File: src/rtl/ps2_host_tx.sv
// PS/2 host-to-device transmitter: request-to-send, bit shifting on device clock edges, ACK check.
// write is a one-cycle request honoured only while busy=0; done/err pulse once per accepted request.
module ps2_host_tx #(
    parameter int INHIBIT_CYCLES     = 2500,
    parameter int FIRST_EDGE_TIMEOUT = 375000,
    parameter int PACKET_TIMEOUT     = 50000,
    parameter int FILTER_LEN         = 8
) (
    input  logic        clk_25MHz,
    input  logic        reset,
    input  logic        write,
    input  logic [10:0] tx_data,
    input  logic        ps2_clk_in,
    input  logic        ps2_data_in,
    output logic        ps2_clk_oe,
    output logic        ps2_data_oe,
    output logic        busy,
    output logic        done,
    output logic        err,
    output logic [1:0]  err_code
);

    localparam int INH_W = $clog2(INHIBIT_CYCLES + 1);
    localparam int FE_W  = $clog2(FIRST_EDGE_TIMEOUT + 1);
    localparam int PKT_W = $clog2(PACKET_TIMEOUT + 1);

    localparam logic [INH_W-1:0] INH_LAST = INH_W'(INHIBIT_CYCLES - 1);
    localparam logic [FE_W-1:0]  FE_LAST  = FE_W'(FIRST_EDGE_TIMEOUT - 1);
    localparam logic [PKT_W-1:0] PKT_LAST = PKT_W'(PACKET_TIMEOUT - 1);
    localparam logic [3:0]       FLT_LAST = 4'(FILTER_LEN - 1);

    typedef enum logic [2:0] {
        IDLE, INHIBIT, START, SHIFT, ACK, WAIT_IDLE, FAIL
    } state_t;

    logic [1:0] clk_sync, data_sync;
    logic       clk_filt, data_filt;
    logic [3:0] clk_cnt, data_cnt;
    logic       clk_fall;

    state_t           state, state_n;
    logic [10:0]      tx_q, tx_n;
    logic [3:0]       bit_idx, bit_n;
    logic [INH_W-1:0] inh_cnt, inh_n;
    logic [FE_W-1:0]  fe_cnt, fe_n;
    logic [PKT_W-1:0] pkt_cnt, pkt_n;
    logic             data_oe_q, data_oe_n;
    logic             done_q, done_n;
    logic             err_q, err_n;
    logic [1:0]       err_code_q, code_n;
    logic             framing_ok;

    // A filtered line only flips after FILTER_LEN consecutive opposite samples;
    // clk_fall is registered alongside the flip so it lines up with clk_filt.
    always_ff @(posedge clk_25MHz) begin
        if (reset) begin
            clk_sync  <= 2'b11;
            data_sync <= 2'b11;
            clk_filt  <= 1'b1;
            data_filt <= 1'b1;
            clk_cnt   <= 4'd0;
            data_cnt  <= 4'd0;
            clk_fall  <= 1'b0;
        end else begin
            clk_sync  <= {clk_sync[0], ps2_clk_in};
            data_sync <= {data_sync[0], ps2_data_in};
            clk_fall  <= 1'b0;

            if (clk_sync[1] == clk_filt) begin
                clk_cnt <= 4'd0;
            end else if (clk_cnt == FLT_LAST) begin
                clk_filt <= clk_sync[1];
                clk_cnt  <= 4'd0;
                clk_fall <= clk_filt;
            end else begin
                clk_cnt <= clk_cnt + 4'd1;
            end

            if (data_sync[1] == data_filt) begin
                data_cnt <= 4'd0;
            end else if (data_cnt == FLT_LAST) begin
                data_filt <= data_sync[1];
                data_cnt  <= 4'd0;
            end else begin
                data_cnt <= data_cnt + 4'd1;
            end
        end
    end

    assign framing_ok = ~tx_data[0] & tx_data[10] & (^tx_data[9:1]);

    always_ff @(posedge clk_25MHz) begin
        if (reset) begin
            state      <= IDLE;
            tx_q       <= 11'd0;
            bit_idx    <= 4'd0;
            inh_cnt    <= '0;
            fe_cnt     <= '0;
            pkt_cnt    <= '0;
            data_oe_q  <= 1'b0;
            done_q     <= 1'b0;
            err_q      <= 1'b0;
            err_code_q <= 2'd0;
        end else begin
            state      <= state_n;
            tx_q       <= tx_n;
            bit_idx    <= bit_n;
            inh_cnt    <= inh_n;
            fe_cnt     <= fe_n;
            pkt_cnt    <= pkt_n;
            data_oe_q  <= data_oe_n;
            done_q     <= done_n;
            err_q      <= err_n;
            err_code_q <= code_n;
        end
    end

    always_comb begin
        state_n   = state;
        tx_n      = tx_q;
        bit_n     = bit_idx;
        inh_n     = '0;
        fe_n      = '0;
        pkt_n     = '0;
        data_oe_n = 1'b0;
        done_n    = 1'b0;
        err_n     = 1'b0;
        code_n    = err_code_q;

        case (state)
            IDLE: begin
                if (write) begin
                    tx_n = tx_data;
                    if (framing_ok) begin
                        code_n  = 2'd0;
                        state_n = INHIBIT;
                    end else begin
                        code_n = 2'd1;
                        err_n  = 1'b1;
                    end
                end
            end
            INHIBIT: begin
                inh_n = inh_cnt + 1'b1;
                if (inh_cnt == INH_LAST) begin
                    state_n   = START;
                    data_oe_n = 1'b1;
                end
            end
            START: begin
                data_oe_n = 1'b1;
                bit_n     = 4'd1;
                state_n   = SHIFT;
            end
            SHIFT: begin
                data_oe_n = data_oe_q;
                // Before the first edge only the first-edge counter runs; after it, the packet counter.
                if (bit_idx == 4'd1) begin
                    fe_n = fe_cnt + 1'b1;
                end else begin
                    pkt_n = pkt_cnt + 1'b1;
                end
                if (clk_fall) begin
                    data_oe_n = ~tx_q[bit_idx];
                    bit_n     = bit_idx + 4'd1;
                    if (bit_idx == 4'd10) begin
                        state_n = ACK;
                    end
                end else if ((bit_idx == 4'd1 && fe_cnt == FE_LAST) ||
                             (bit_idx != 4'd1 && pkt_cnt == PKT_LAST)) begin
                    data_oe_n = 1'b0;
                    err_n     = 1'b1;
                    code_n    = 2'd2;
                    state_n   = FAIL;
                end
            end
            ACK: begin
                pkt_n = pkt_cnt + 1'b1;
                if (clk_fall) begin
                    if (!data_filt) begin
                        state_n = WAIT_IDLE;
                    end else begin
                        err_n   = 1'b1;
                        code_n  = 2'd3;
                        state_n = FAIL;
                    end
                end else if (pkt_cnt == PKT_LAST) begin
                    err_n   = 1'b1;
                    code_n  = 2'd2;
                    state_n = FAIL;
                end
            end
            WAIT_IDLE: begin
                pkt_n = pkt_cnt + 1'b1;
                if (clk_filt && data_filt) begin
                    done_n  = 1'b1;
                    state_n = IDLE;
                end else if (pkt_cnt == PKT_LAST) begin
                    err_n   = 1'b1;
                    code_n  = 2'd2;
                    state_n = FAIL;
                end
            end
            FAIL: begin
                state_n = IDLE;
            end
            default: begin
                state_n = IDLE;
            end
        endcase
    end

    assign ps2_clk_oe  = (state == INHIBIT) || (state == START);
    assign ps2_data_oe = data_oe_q;
    assign busy        = (state != IDLE);
    assign done        = done_q;
    assign err         = err_q;
    assign err_code    = err_code_q;

endmodule

File: config.mk
export PLATFORM = sky130hd
export DESIGN_NAME = ps2_host_tx
export DESIGN_NICKNAME = d
export VERILOG_FILES = /design/src/rtl/ps2_host_tx.sv
export SDC_FILE = /design/constraint.sdc
export NUM_CORES = 1
export LEC_CHECK = 0
export BUFFER_PORTS_ARGS = -buffer_cell sky130_fd_sc_hd__buf_2
export CAP_MARGIN = 15
export CORE_MARGIN = 8
export CORE_UTILIZATION = 60
export CTS_CLUSTER_SIZE = 24
export DETAILED_ROUTE_END_ITERATION = 12
export PLACE_DENSITY = 0.8
export SLEW_MARGIN = 30
export SYNTH_ARGS = -nofsm -noshare
export SYNTH_HDL_FRONTEND = slang
export SYNTH_SLANG_ARGS = --single-unit
File: constraint.sdc
create_clock -name clk_25MHz -period 3.3 [get_ports clk_25MHz]
set_input_delay 0.495 -clock clk_25MHz [delete_from_list [all_inputs] [get_ports clk_25MHz]]
set_output_delay 0.495 -clock clk_25MHz [all_outputs]
set_load 0.005 [all_outputs]
==> summary.txt <==
Outcome
  • Outcome: completed

Clock network
  • Post-cts gate resize count: 0
  • Clk slew on worst S/H paths: ~80 ps
  • CTS Sinks: 85
  • TritonCTS clock tree: done
  • Clock tree buffer depth: 2
  • Total setup buffers inserted after CTS: 0
  • Htree depth: 3
  • CTS buffer count: 9
  • Post-CTS Hold Fix Bufs: 0
  • Worst-skew pair later-pin latency: between 300 and 400 ps
  • CTS Root Cell: clkbuf_8

Synth
  • FFs w/ async S/R, synth: 0
  • Number of synthesized flops with an enable pin: 0
  • Gate Count Post-Synth: 441
  • Ys Warns: 0
  • Seq cells post-synth: 85
  • Predominant post-synthesis flop cell: dfxtp_1
  • Yosys cell types: 44
  • Sequential area share after synthesis: 0.443
  • Syn Nets: approximately 470
  • Netlist Area Pre-Place: a little under 4000 um^2
  • Syn_area_per_cell: ~8.7 um^2

Floorplan
  • Core ar.: 6280 um^2
  • Die X: roughly 96 um
  • Die height: between 90 and 100 um
  • Area of the die: approximately 9000 um^2
  • Initial Utilization: 0.612
  • IO Count: 23
  • Site row count: 29

Timing
  • Worst Tran Pin Value: around 740 ps
  • RSZ-0062 raised after global routing: no
  • Fin crit share: 0.739
  • Setup Total Neg Slack: 0 ps
  • Worst rel slew slack: 0.502
  • Final hold vios: 0
  • Tmin final: about 2400 ps
  • Slew Viols, Final: 0
  • Fmax: slightly above 0.4 GHz
  • Final setup vio count: 0
  • Layout Skew: ~8.4 ps

Power and ir drop
  • Switching part of the total power: 0.222
  • Clock Power Share: 0.405
  • Peak supply drop: between 0.4 and 0.5 mV
  • Comb pwr share: 0.060
  • Net Sw Power: 441 uW
  • Internal: 1.54 mW
  • Seq pwr share: 0.535
  • Lkg Pwr: between 1.5 and 2 nW
  • P per Cell Area: between 400 and 500 nW/um^2

Placement
  • PortBufs: 22
  • Placer congestion estimate: about 0.88
  • Placed cells: 524
  • Post-DP HPWL: around 5.3 mm

Worst setup path
  • CP Launch Type: register
  • Crit Path Class: reg2reg
  • CP endpoint kind: register
  • Critical path arrival: 2700 ps
  • Critical Path RT: about 3600 ps
  • Reg2reg setup slack: about 860 ps
  • CP max FO: 14

Final layout
  • Diode count: 0
  • Non-filler cells, final: around 540
  • Fraction of layout cells with a size suffix above 1: 0.102
  • Most frequent cells in the layout: 85 x dfxtp_1, 69 x nor2_1, 38 x nand2_1
  • Commonest non-fill, non-tap cell in the layout: dfxtp_1
  • Syn-to-layout area delta: 9.57%
  • Fin nets: just under 500

Flow run
  • Maxcap violations: 0

Routing
  • Drt drc: 0
  • First-pass iteration count of the detailed router: 5
  • Vias per cell: 5.61
  • Antenna Violating Nets Remaining: 0
  • Routed len/inst: approximately 14 um
  • Routed WL: 7.43 mm
  • Via total after detailed routing: 3023
  • Drt initial violations: ~180

Global routing
  • Vias in the first global route: 2944
  • First-pass GRT wire length: 12.5 mm
  • Largest net degree at the start of global routing: 38
  • GRT Resource Usage Total: 0.172
  • Total grt overflow: 0
  • Initial antenna violation count: 0

Min path
  • HP Class: in2reg
[logic make-up (layout without fill, tap and decap cells)]
group,Yosys count,count (layout),share of synthesized area
XOR/XNOR,55,55,0.129
AO/OA/AOI/OAI,54,54,0.0934
adder cells (fa/ha/maj),8,8,0.0260
flip-flops,85,85,0.443
AND/OR/NAND/NOR,205,205,0.269
multiplexers,4,4,0.0104
buffers and inverters,30,51,0.0296
[cell type report]
| type | instances | area (um^2) |
|---|---|---|
| Clock buffer | 10 | 138 |
| Clock inverter | 5 | 85.1 |
| Fill cell | 515 | 2070 |
| Inverter | 14 | 52.6 |
| Multi-Input combinational cell | 326 | 2030 |
| Sequential cell | 85 | 1700 |
| Tap cell | 77 | 96.3 |
| Timing Repair Buffer | 22 | 110 |
[path summary, 6_finish.rpt]
check,start,end,cells after the start
hold / removal,ps2_data_in,data_sync[0]$_SDFF_PP1_,2
hold reg to reg,clk_sync[0]$_SDFF_PP1_,clk_sync[1]$_SDFF_PP1_,1
setup / recovery,bit_idx[0]$_SDFFE_PP0P_,state[0]$_SDFFE_PP0P_,7
setup reg to reg,bit_idx[0]$_SDFFE_PP0P_,state[0]$_SDFFE_PP0P_,7
[registers in the layout, summed over array words and instances, names as in the netlist]
register and cells:
ps2_data_oe 1, clk_fall 1, state 3, clk_sync 2, data_sync 2, clk_cnt 4, inh_cnt 12, fe_cnt 19
data_cnt 4, err_code 2, done 1, err 1, tx_q 11, pkt_cnt 16, bit_idx 4, clk_filt 1
data_filt 1
[power by group through the flow]
stage          Sequential, mW  Clock (mW)  Combinational (mW)
6_report                 1.06       0.804               0.120
5_1_grt                  1.06       0.863               0.133
4_1_cts                  1.06       0.823               0.119
3_5_place_dp             1.08           0               0.118
3_3_place_gp             1.08           0               0.114
2_1_floorplan            1.08           0              0.0887
[synthesized netlist by cell type, types with 3 or more instances]
cell      count  area share
nand2b_1      8       0.013
or2_2         5      0.0081
nand3_1      20       0.026
dfxtp_1      85        0.44
a21oi_1      24       0.031
xnor2_1      24       0.055
nor2b_1       4      0.0065
ha_1          8       0.026
nand2_1      38       0.037
o21ai_0       6      0.0078
mux2i_1       4       0.010
nor2_1       69       0.067
nand3b_1      5      0.0098
and3_1       18       0.029
nor4b_1       4      0.0091
a221oi_1      3      0.0068
xor2_1       30       0.068
nor3_1       12       0.016
nand4_1      10       0.016
inv_1        14       0.014
a211oi_1      4      0.0078
clkbuf_1     15       0.015
[layer usage]
layer,global-route usage,vias to the layer above,part of all wire
met4,0.0653,0,0.017
li1,-,1536,-
met2,0.291,59,0.49
met5,0,-,0
met1,0.198,1413,0.45
met3,0.0538,15,0.043
[per-stage QoR]
stage	util	setup WS [ps]	instance area, um^2	hold WS [ps]	total power [mW]
after floorplan	-	1230	3840	389	1.17
after global placement	0.635	1020	3990	404	1.20
after detailed placement	0.635	916	3990	408	1.20
after CTS	0.671	886	4210	307	2.00
after global routing	0.671	699	4210	305	2.06
final	0.671	862	4210	327	1.98
[critical path, stage by stage (launching register included)]
cell and delay, ps:
dfxtp_1 640, ha_1 230, nor3b_4 240, nand4_1 140
o32ai_2 410, o31ai_1 130, a211o_1 320, o32ai_2 250
No activity file was read; power rests on OpenSTA's default activity.
